### src/rtl/ps2_pkg.sv
// ps2_pkg: shared state encoding, frame constants and parity helper for the PS/2 host
package ps2_pkg;
  typedef enum logic [2:0] {IDLE, RX, INHIBIT, RTS, TX, TX_ACK, WAIT_IDLE} state_t;
  localparam int RX_BITS = 10;
  localparam int TX_BITS = 10;
  function automatic logic odd_par(input logic [7:0] d);
    return ~^d;
  endfunction
endpackage

### src/rtl/ps2_line_filter.sv
// ps2_line_filter: 2-flop synchronizer, FILT_CYC deglitch and one-cycle fall-event output
module ps2_line_filter #(
  parameter int FILT_CYC = 4
) (
  input  logic clk,
  input  logic rst_n,
  input  logic raw,
  output logic filt,
  output logic fall
);
  localparam int CW = $clog2(FILT_CYC + 1);
  logic [1:0] sync;
  logic [CW-1:0] cnt;
  always_ff @(posedge clk or negedge rst_n)
    if (!rst_n) begin
      sync <= 2'b11;
      cnt  <= '0;
      filt <= 1'b1;
      fall <= 1'b0;
    end else begin
      sync <= {sync[0], raw};
      fall <= 1'b0;
      if (sync[1] == filt) cnt <= '0;
      else if (cnt == CW'(FILT_CYC - 1)) begin
        cnt  <= '0;
        filt <= sync[1];
        fall <= filt;
      end else cnt <= cnt + 1'b1;
    end
endmodule

### src/rtl/ps2_host_ctrl.sv
// ps2_host_ctrl: PS/2 host controller -- receives device frames and transmits host bytes
module ps2_host_ctrl import ps2_pkg::*; #(
  parameter int FILT_CYC    = 4,
  parameter int INHIBIT_CYC = 1000,
  parameter int TIMEOUT_CYC = 200000
) (
  input  logic       clk,
  input  logic       rst_n,
  input  logic       ps2_clk_i,
  input  logic       ps2_dat_i,
  output logic       ps2_clk_oe,
  output logic       ps2_dat_oe,
  output logic       rx_valid,
  output logic [7:0] rx_data,
  output logic       rx_err,
  input  logic       tx_valid,
  input  logic [7:0] tx_data,
  output logic       tx_ready,
  output logic       tx_done,
  output logic       tx_err
);
  localparam int TMAX = INHIBIT_CYC > TIMEOUT_CYC ? INHIBIT_CYC : TIMEOUT_CYC;
  localparam int CW = $clog2(TMAX + 1);
  state_t state, nxt;
  logic clk_f, clk_fall, dat_f, dat_fall;
  logic [CW-1:0] cnt;
  logic [3:0] bit_cnt;
  logic [8:0] rx_sh;
  logic [9:0] tx_sh;
  logic dat_drv, err_q, tmo, line_idle;
  logic rx_ok, rx_bad, done, done_err;
  ps2_line_filter #(.FILT_CYC(FILT_CYC)) u_clk (.clk(clk), .rst_n(rst_n), .raw(ps2_clk_i), .filt(clk_f), .fall(clk_fall));
  ps2_line_filter #(.FILT_CYC(FILT_CYC)) u_dat (.clk(clk), .rst_n(rst_n), .raw(ps2_dat_i), .filt(dat_f), .fall(dat_fall));
  assign tmo = cnt == CW'(TIMEOUT_CYC - 1);
  assign line_idle = clk_f & dat_f & ~dat_fall;
  assign ps2_clk_oe = state == INHIBIT;
  assign ps2_dat_oe = state == RTS | (state == TX & dat_drv);
  always_comb begin
    nxt      = state;
    rx_ok    = 1'b0;
    rx_bad   = 1'b0;
    done     = 1'b0;
    done_err = 1'b0;
    tx_ready = 1'b0;
    case (state)
      IDLE: begin
        tx_ready = ~clk_fall;
        nxt = (clk_fall & ~dat_f) ? RX : (tx_valid & ~clk_fall) ? INHIBIT : IDLE;
      end
      RX:
        if (clk_fall & bit_cnt == 4'(RX_BITS - 1)) begin
          nxt    = IDLE;
          rx_ok  = dat_f & ^rx_sh;
          rx_bad = ~(dat_f & ^rx_sh);
        end else if (tmo) begin
          nxt    = IDLE;
          rx_bad = 1'b1;
        end
      INHIBIT: nxt = (cnt == CW'(INHIBIT_CYC - 1)) ? RTS : INHIBIT;
      RTS:     nxt = TX;
      TX, TX_ACK, WAIT_IDLE:
        if (state == TX & clk_fall & bit_cnt == 4'(TX_BITS - 1)) nxt = TX_ACK;
        else if (state == TX_ACK & clk_fall) nxt = WAIT_IDLE;
        else if (state == WAIT_IDLE & line_idle) begin
          nxt      = IDLE;
          done     = 1'b1;
          done_err = err_q;
        end else if (tmo) begin
          nxt      = IDLE;
          done     = 1'b1;
          done_err = 1'b1;
        end
      default: nxt = IDLE;
    endcase
  end
  always_ff @(posedge clk or negedge rst_n)
    if (!rst_n) begin
      state    <= IDLE;
      cnt      <= '0;
      bit_cnt  <= '0;
      rx_sh    <= '0;
      tx_sh    <= '1;
      dat_drv  <= 1'b0;
      err_q    <= 1'b0;
      rx_valid <= 1'b0;
      rx_err   <= 1'b0;
      rx_data  <= '0;
      tx_done  <= 1'b0;
      tx_err   <= 1'b0;
    end else begin
      state    <= nxt;
      // the inhibit window is timed from entry only; our own clock pull-down must not restart it
      cnt      <= (nxt != state | (clk_fall & state != INHIBIT)) ? '0 : cnt + 1'b1;
      bit_cnt  <= (nxt != state) ? '0 : clk_fall ? bit_cnt + 1'b1 : bit_cnt;
      rx_valid <= rx_ok;
      rx_err   <= rx_bad;
      tx_done  <= done;
      tx_err   <= done_err;
      if (rx_ok) rx_data <= rx_sh[7:0];
      if (state == RX & clk_fall) rx_sh <= {dat_f, rx_sh[8:1]};
      if (state == IDLE & nxt == INHIBIT) tx_sh <= {1'b1, odd_par(tx_data), tx_data};
      if (state == RTS) dat_drv <= 1'b1;
      else if (state == TX & clk_fall) begin
        dat_drv <= ~tx_sh[0];
        tx_sh   <= {1'b1, tx_sh[9:1]};
      end
      if (state == TX_ACK & clk_fall) err_q <= dat_f;
    end
endmodule

### config.mk
export PLATFORM = sky130hd
export DESIGN_NAME = ps2_host_ctrl
export DESIGN_NICKNAME = d
export VERILOG_FILES = /design/src/rtl/ps2_pkg.sv /design/src/rtl/ps2_line_filter.sv /design/src/rtl/ps2_host_ctrl.sv
export SDC_FILE = /design/constraint.sdc
export NUM_CORES = 1
export LEC_CHECK = 0
export BUFFER_PORTS_ARGS = -buffer_cell sky130_fd_sc_hd__buf_2
export CAP_MARGIN = 10
export CORE_ASPECT_RATIO = 0.7
export CORE_MARGIN = 1
export CORE_UTILIZATION = 30
export CTS_CLUSTER_DIAMETER = 100
export DETAILED_ROUTE_END_ITERATION = 8
export GPL_TIMING_DRIVEN = 0
export PLACE_DENSITY_LB_ADDON = 0.12
export SLEW_MARGIN = 20
export SYNTH_ARGS = -nofsm -noshare
export SYNTH_HDL_FRONTEND = slang
export SYNTH_SLANG_ARGS = --single-unit
### constraint.sdc
create_clock -name clk -period 2.2 [get_ports clk]
set_input_delay 0.22 -clock clk [delete_from_list [all_inputs] [get_ports clk]]
set_output_delay 0.22 -clock clk [all_outputs]
set_load 0.05 [all_outputs]
==> Word level (Yosys, flattened, before mapping) <==
Index checks and enable logic that the tools add are counted.
{ "word_totals": {"register_bits": 72, "wordCells": 110} }
{ "classes": {"n_addsub": 4, "eq_ne": 16, "mux": 39, "bitwise": 23, "n_reduce_logical": 8} }
{ "op_table": {"columns": ["operator", "n"], "rows": [
  ["10-bit 2-to-1 mux", 3],
  ["3-bit 2-to-1 mux", 9],
  ["1-bit 2-to-1 mux", 21],
  ["18-bit by 1-bit adder with 18-bit output (second input constant)", 1],
  ["18-bit by 10-bit == test with 1-bit output (second input constant)", 1],
  ["18-bit == test (second input constant)", 1],
  ["18-bit 2-to-1 mux", 1],
  ["3-bit by 2-bit == test with 1-bit output (second input constant)", 5],
  ["3-bit case mux with 5 select lines", 1],
  ["1-bit AND", 14],
  ["3-bit == test (second input constant)", 3],
  ["9-bit XOR reduction", 1],
  ["4-bit 2-to-1 mux", 2],
  ["8-bit XNOR reduction", 1],
  ["1-bit inverter", 7],
  ["3-bit by 1-bit adder with 3-bit output (second input constant)", 2],
  ["4-bit by 1-bit adder with 4-bit output (second input constant)", 1],
  ["4-bit == test (second input constant)", 1],
  ["2-bit 2-to-1 mux", 2],
  ["2-bit AND reduction", 2],
  ["2-bit nonzero test", 2],
  ["3-bit by 1-bit == test with 1-bit output (second input constant)", 1],
  ["3-bit logical NOT", 1],
  ["3-bit by 2-bit inequality test with 1-bit output (second input constant)", 1],
  ["4 further kinds", 6]
]} }

==> Depth between registers and ports, before layout <==
{ "depth": {"depth_word": 12, "ltp_mapped": 10, "depth_no_buf": 8} }

==> Cells and area by module <==
From an unflattened synthesis, not the netlist that was laid out.
{ "unflattened": {"hier_cells": 303, "area_unflattened_um2": 3487.1} }
{ "modules_own_cells": {"columns": ["module", "instances", "cells_each", "area_per_inst_um2"], "rows": [
  ["ps2_host_ctrl", 1, 273, 2956.6],
  ["ps2_line_filter", 2, 15, 265.3]
]} }

==> Worst setup path after synthesis <==
OpenSTA, ideal clock, no wires.
{ "synth_path": {"path_type": "register -> register", "startpoint": "register state[1]", "endpoint": "register cnt[0]", "arrival_ps": 2839, "path_slack_ps": -762, "stages_incl_launch_ff": 9, "n_path_buf": 2, "cell_sequence": "dfrtp_1 buf_2 nor4_1 nand2_1 o21ai_0 nor2_1 nand3_1 buf_4 nor3b_1"} }
{ "synth_between": {"elab_chain_cells": 9} }
{ "synth_rtl": {"columns": ["element", "line_no", "rtl"], "rows": [
  ["start: declaration", "ps2_host_ctrl.sv:24", "state_t state, nxt;"],
  ["start signal: assignment", "ps2_host_ctrl.sv:91", "state <= nxt;"],
  ["3-bit == test", "ps2_host_ctrl.sv:45, ps2_host_ctrl.sv:64", null],
  ["1-bit AND", "ps2_host_ctrl.sv:64", "else if (state == WAIT_IDLE & line_idle) begin"],
  ["3-bit 2-to-1 mux", "ps2_host_ctrl.sv:64", null],
  ["3-bit 2-to-1 mux", "ps2_host_ctrl.sv:63", "else if (state == TX_ACK & clk_fall) nxt = WAIT_IDLE;"],
  ["3-bit 2-to-1 mux", "ps2_host_ctrl.sv:62", "if (state == TX & clk_fall & bit_cnt == 4'(TX_BITS - 1)) nxt = TX_ACK;"],
  ["3-bit case mux with 5 select lines", "ps2_host_ctrl.sv:45", "case (state)"],
  ["3-bit inequality test", "ps2_host_ctrl.sv:93", "cnt <= (nxt != state | (clk_fall & state != INHIBIT)) ? '0 : cnt + 1'b1;"],
  ["1-bit bitwise OR *", "ps2_host_ctrl.sv:93", null],
  ["18-bit 2-to-1 mux *", "ps2_host_ctrl.sv:93", null],
  ["end signal: assignment", "ps2_host_ctrl.sv:93", null],
  ["end: declaration", "ps2_host_ctrl.sv:26", "logic [CW-1:0] cnt;"]
]} }
Mark *: on every way between the ends. The rest lies on a longest branch, timed or not.
A chain may end at the register's enable or synchronous reset.

==> Final worst setup path <==
{ "layout_path": {"startpoint": "register bit_cnt[0]", "endpoint": "register cnt[16]"} }
{ "layout_between": {"elab_chain_cells": 7} }
{ "layout_rtl": {"columns": ["element", "line_no", "rtl"], "rows": [
  ["start: declaration", "ps2_host_ctrl.sv:27", "logic [3:0] bit_cnt;"],
  ["start signal: assignment", "ps2_host_ctrl.sv:94", "bit_cnt <= (nxt != state) ? '0 : clk_fall ? bit_cnt + 1'b1 : bit_cnt;"],
  ["4-bit == test *", "ps2_host_ctrl.sv:51, ps2_host_ctrl.sv:62", null],
  ["1-bit AND, on equally long branches", "ps2_host_ctrl.sv:62, ps2_host_ctrl.sv:51", null],
  ["3-bit 2-to-1 mux, on equally long branches", "ps2_host_ctrl.sv:62, ps2_host_ctrl.sv:51", null],
  ["3-bit case mux with 5 select lines *", "ps2_host_ctrl.sv:45", null],
  ["3-bit inequality test *", "ps2_host_ctrl.sv:93", null],
  ["1-bit bitwise OR *", "ps2_host_ctrl.sv:93", null],
  ["18-bit 2-to-1 mux *", "ps2_host_ctrl.sv:93", null]
]} }
Marked as above.

==> reports/metrics.yaml <==
finalNonFillerCells: 520
clock_skew_ns: 0.00595
routed_wl_um: 7000
hpwl_um: 4920
use_met3_pct: 4.54
antenna_found_initial: 0
setup_violations: 0
layout-drive-gt1-share_pct: 25.9
ctsRootBufferMaster: "clkbuf_16"
fp.dieArea_um2: 11900
worstPathMaxFanout: 10
slowest_delay_ns: 0.42
initial_core_util_pct: 31.0
fmax_mhz: 501
p_per_area_nw_per_um2: 807
synth.avg_cell_area_um2: 10.7
syn_to_final_growth_pct: 22.9
synth_seq_area_share_pct: 53.1
die_y_um: 91.5
tritoncts: "built"
async_reset_ff_share_pct: 100
outcome: "finished, final reports clean"
grt-busiest-layer: "met1"
syn_area_um2: 3430
cp_data_arrival_time_ns: 2.24
report.final.slew_viol_count: 0
design_area_um2: 4220
die_w_um: 130
grt_max_degree: 42
io_buffers: 27
via_per_inst: 4.65
crit_chain: "ha_1 > and3b_1 > clkbuf_1 > o21ai_2 > nand2_1 > o21ai_1 > nand3_2 > buf_4 > nor3b_1"
synth_cells: 321
grt_pass1_vias: 2444
start_kind: "register"
globalplace.congestion: 0.773
timing.final.crit_share_pct: 90.7
drc: 0
finalSetupTns_ns: 0
routedWlPerCell_um: 13.5
clk-insertion-delay-late_ns: 0.33
place_area_um2: 3800
antenna_cells: 0
nNetsFinal: 380
hold_slack_ns: 0.197
preCtsSetupSlack_ns: -0.0443
grt_util_met2_pct: 18.6
min_path_type: "in2reg"
final-hold-violation-count: 0
synthFlopType: "dfrtp_1"
setup.worst_path.class: "reg2reg"
rsz0062_at_grt: "no"
cts_buffers: 9
fp-row-count: 32
core_area_um2: 11100
vias: 2418
grt_pass1_wl_um: 12200
htreeDepth: 3
synth_edf_count: 0
yosysUniqueCellTypes: 41
leakage_nw: 2.00
fin_crit_ns: 2.00
cts_sinks: 72
slew_headroom_pct: 68.1
syn-num-nets: 339
endpoint_kind: "register"
critPathSlowestCell: "dfrtp_1"
peakVddDrop_mv: 0.358
synth-seq-cells: 72
use_met1_pct: 19.4
clk_pin_slew_ns: 0.06
pin_count: 28
setup_ws_ns: 0.204
report.power.total_mw: 3.40
grt_usage_pct: 13.4
worstMarginPinSlew_ns: 0.474
reg2reg_setup_slack_ns: 0.20
crit_required_ns: 2.44
overflow: 0
dpl.cell_count: 502
ys_warn_count: 0
ant_nets: 0
firstDrtPassIters: 4
crit_family: "simple AND/OR/NAND/NOR gates"
fin_util_pct: 38.1
drv_cap: 0
cp.buffers_inverters: 2
cts_buffer_depth: 2
drt_iter0_markers: 116
-- sequential cells by signal, indices dropped and copies added (netlist names) --
signal	count
rx_sh	9
err_q	1
bit_cnt	4
rx_err	1
cnt	18
u_clk.sync	2
u_clk.fall	1
u_clk.cnt	3
tx_done	1
rx_valid	1
dat_drv	1
tx_err	1
u_clk.filt	1
state	3
u_dat.cnt	3
u_dat.fall	1
u_dat.sync	2
rx_data	8
tx_sh	10
u_dat.filt	1
-- where the power goes --
group	leakage, nW	total (mW)	switching, mW	internal [mW]
Clock	0.164	1.66	0.521	1.14
Sequential	0.924	1.50	0.0795	1.42
Combinational	0.913	0.247	0.122	0.125
Total	2.00	3.40	0.722	2.68
-- worst min-delay path, delay by kind of cell --
family | cells | cell delay (ns)
buf+inv | 1 | 0.11
mux | 1 | 0.11
compound gates | 1 | 0.08
-- layout make-up --
cell class,instances,area (µm²)
clock buffer,13,250
sequential,72,1820
buffer,12,57.6
fill,1151,6870
clock inverter,3,90.1
inverter,6,22.5
tap,153,191
timing repair buffer,31,188
multi-input combinational,230,1600
-- layout by cell type, fill, tap and decap left out, types with 2 or more instances in the layout --
| cell | n |
|---|---|
| o21ai_0 | 16 |
| o31ai_2 | 2 |
| nor2_1 | 27 |
| nor3b_1 | 7 |
| nand4_1 | 5 |
| nand3b_1 | 2 |
| clkbuf_16 | 9 |
| buf_2 | 28 |
| inv_1 | 6 |
| mux2_2 | 20 |
| nand2_1 | 37 |
| nor2b_1 | 6 |
| nand3_2 | 2 |
| ha_1 | 5 |
| dlygate4sd3_1 | 3 |
| xnor2_1 | 21 |
| nor3_1 | 7 |
| dfstp_2 | 16 |
| nand2b_1 | 2 |
| and3_1 | 5 |
| nand3_1 | 13 |
| and3b_1 | 3 |
| bufinv_16 | 3 |
| buf_4 | 3 |
| xor2_1 | 15 |
| clkbuf_2 | 2 |
| mux2i_1 | 8 |
| clkbuf_1 | 9 |
| a21oi_1 | 5 |
| a211oi_1 | 2 |
| dfrtp_1 | 56 |
-- per-layer routing --
layer  share of wire, %  vias up
li1                   -     1187
met1                 55     1182
met2                 40       45
met3                4.6        4
met4               0.54        0
met5                  0        -
-- cell families (layout without fill, tap and decap cells) --
family,count (synthesis),count (layout),synth area share (%)
fa+ha+maj,5,5,1.82
mux,28,28,8.89
simple gates,126,126,18.4
flops,72,72,53.1
xor+xnor,36,36,9.18
buf+inv,19,65,2.37
compound gates,35,35,6.30
-- synth_stat cells, types with 3 or more instances --
library cell / instances / area, µm²
o21ai_0: 17 / 85.1
inv_1: 6 / 22.5
and3b_1: 3 / 26.3
nor4_1: 3 / 18.8
clkbuf_1: 9 / 33.8
nor2b_1: 6 / 37.5
and3_1: 5 / 31.3
nand4_1: 5 / 31.3
mux2i_1: 8 / 80.1
nand3_1: 15 / 75.1
nand2_1: 37 / 139
xnor2_1: 21 / 184
dfstp_2: 16 / 420
dfrtp_1: 56 / 1400
xor2_1: 15 / 131
a21oi_1: 5 / 25.0
nor3_1: 8 / 40.0
ha_1: 5 / 62.6
nor2_1: 27 / 101
mux2_2: 20 / 225
nor3b_1: 8 / 60.1
-- worst paths after layout --
check	startpoint	to	cells after the start
min in group asynchronous	rst_n	u_clk.cnt[2]	2
max reg2reg	bit_cnt[0]	cnt[16]	9
min reg2reg	u_dat.sync[0]	u_dat.sync[1]	0
max	bit_cnt[0]	cnt[16]	9
max in group asynchronous	rst_n	tx_sh[7]	3
min	tx_data[3]	tx_sh[3]	3
-- timing repair --
item	CTS	global route
gates resized for setup	2	12
endpoints found under the hold margin	23	0
endpoints found under the setup margin	19	29
hold buffers	3	0
buffers inserted	0	0
Note: power is estimated with default switching activity, not from simulation.
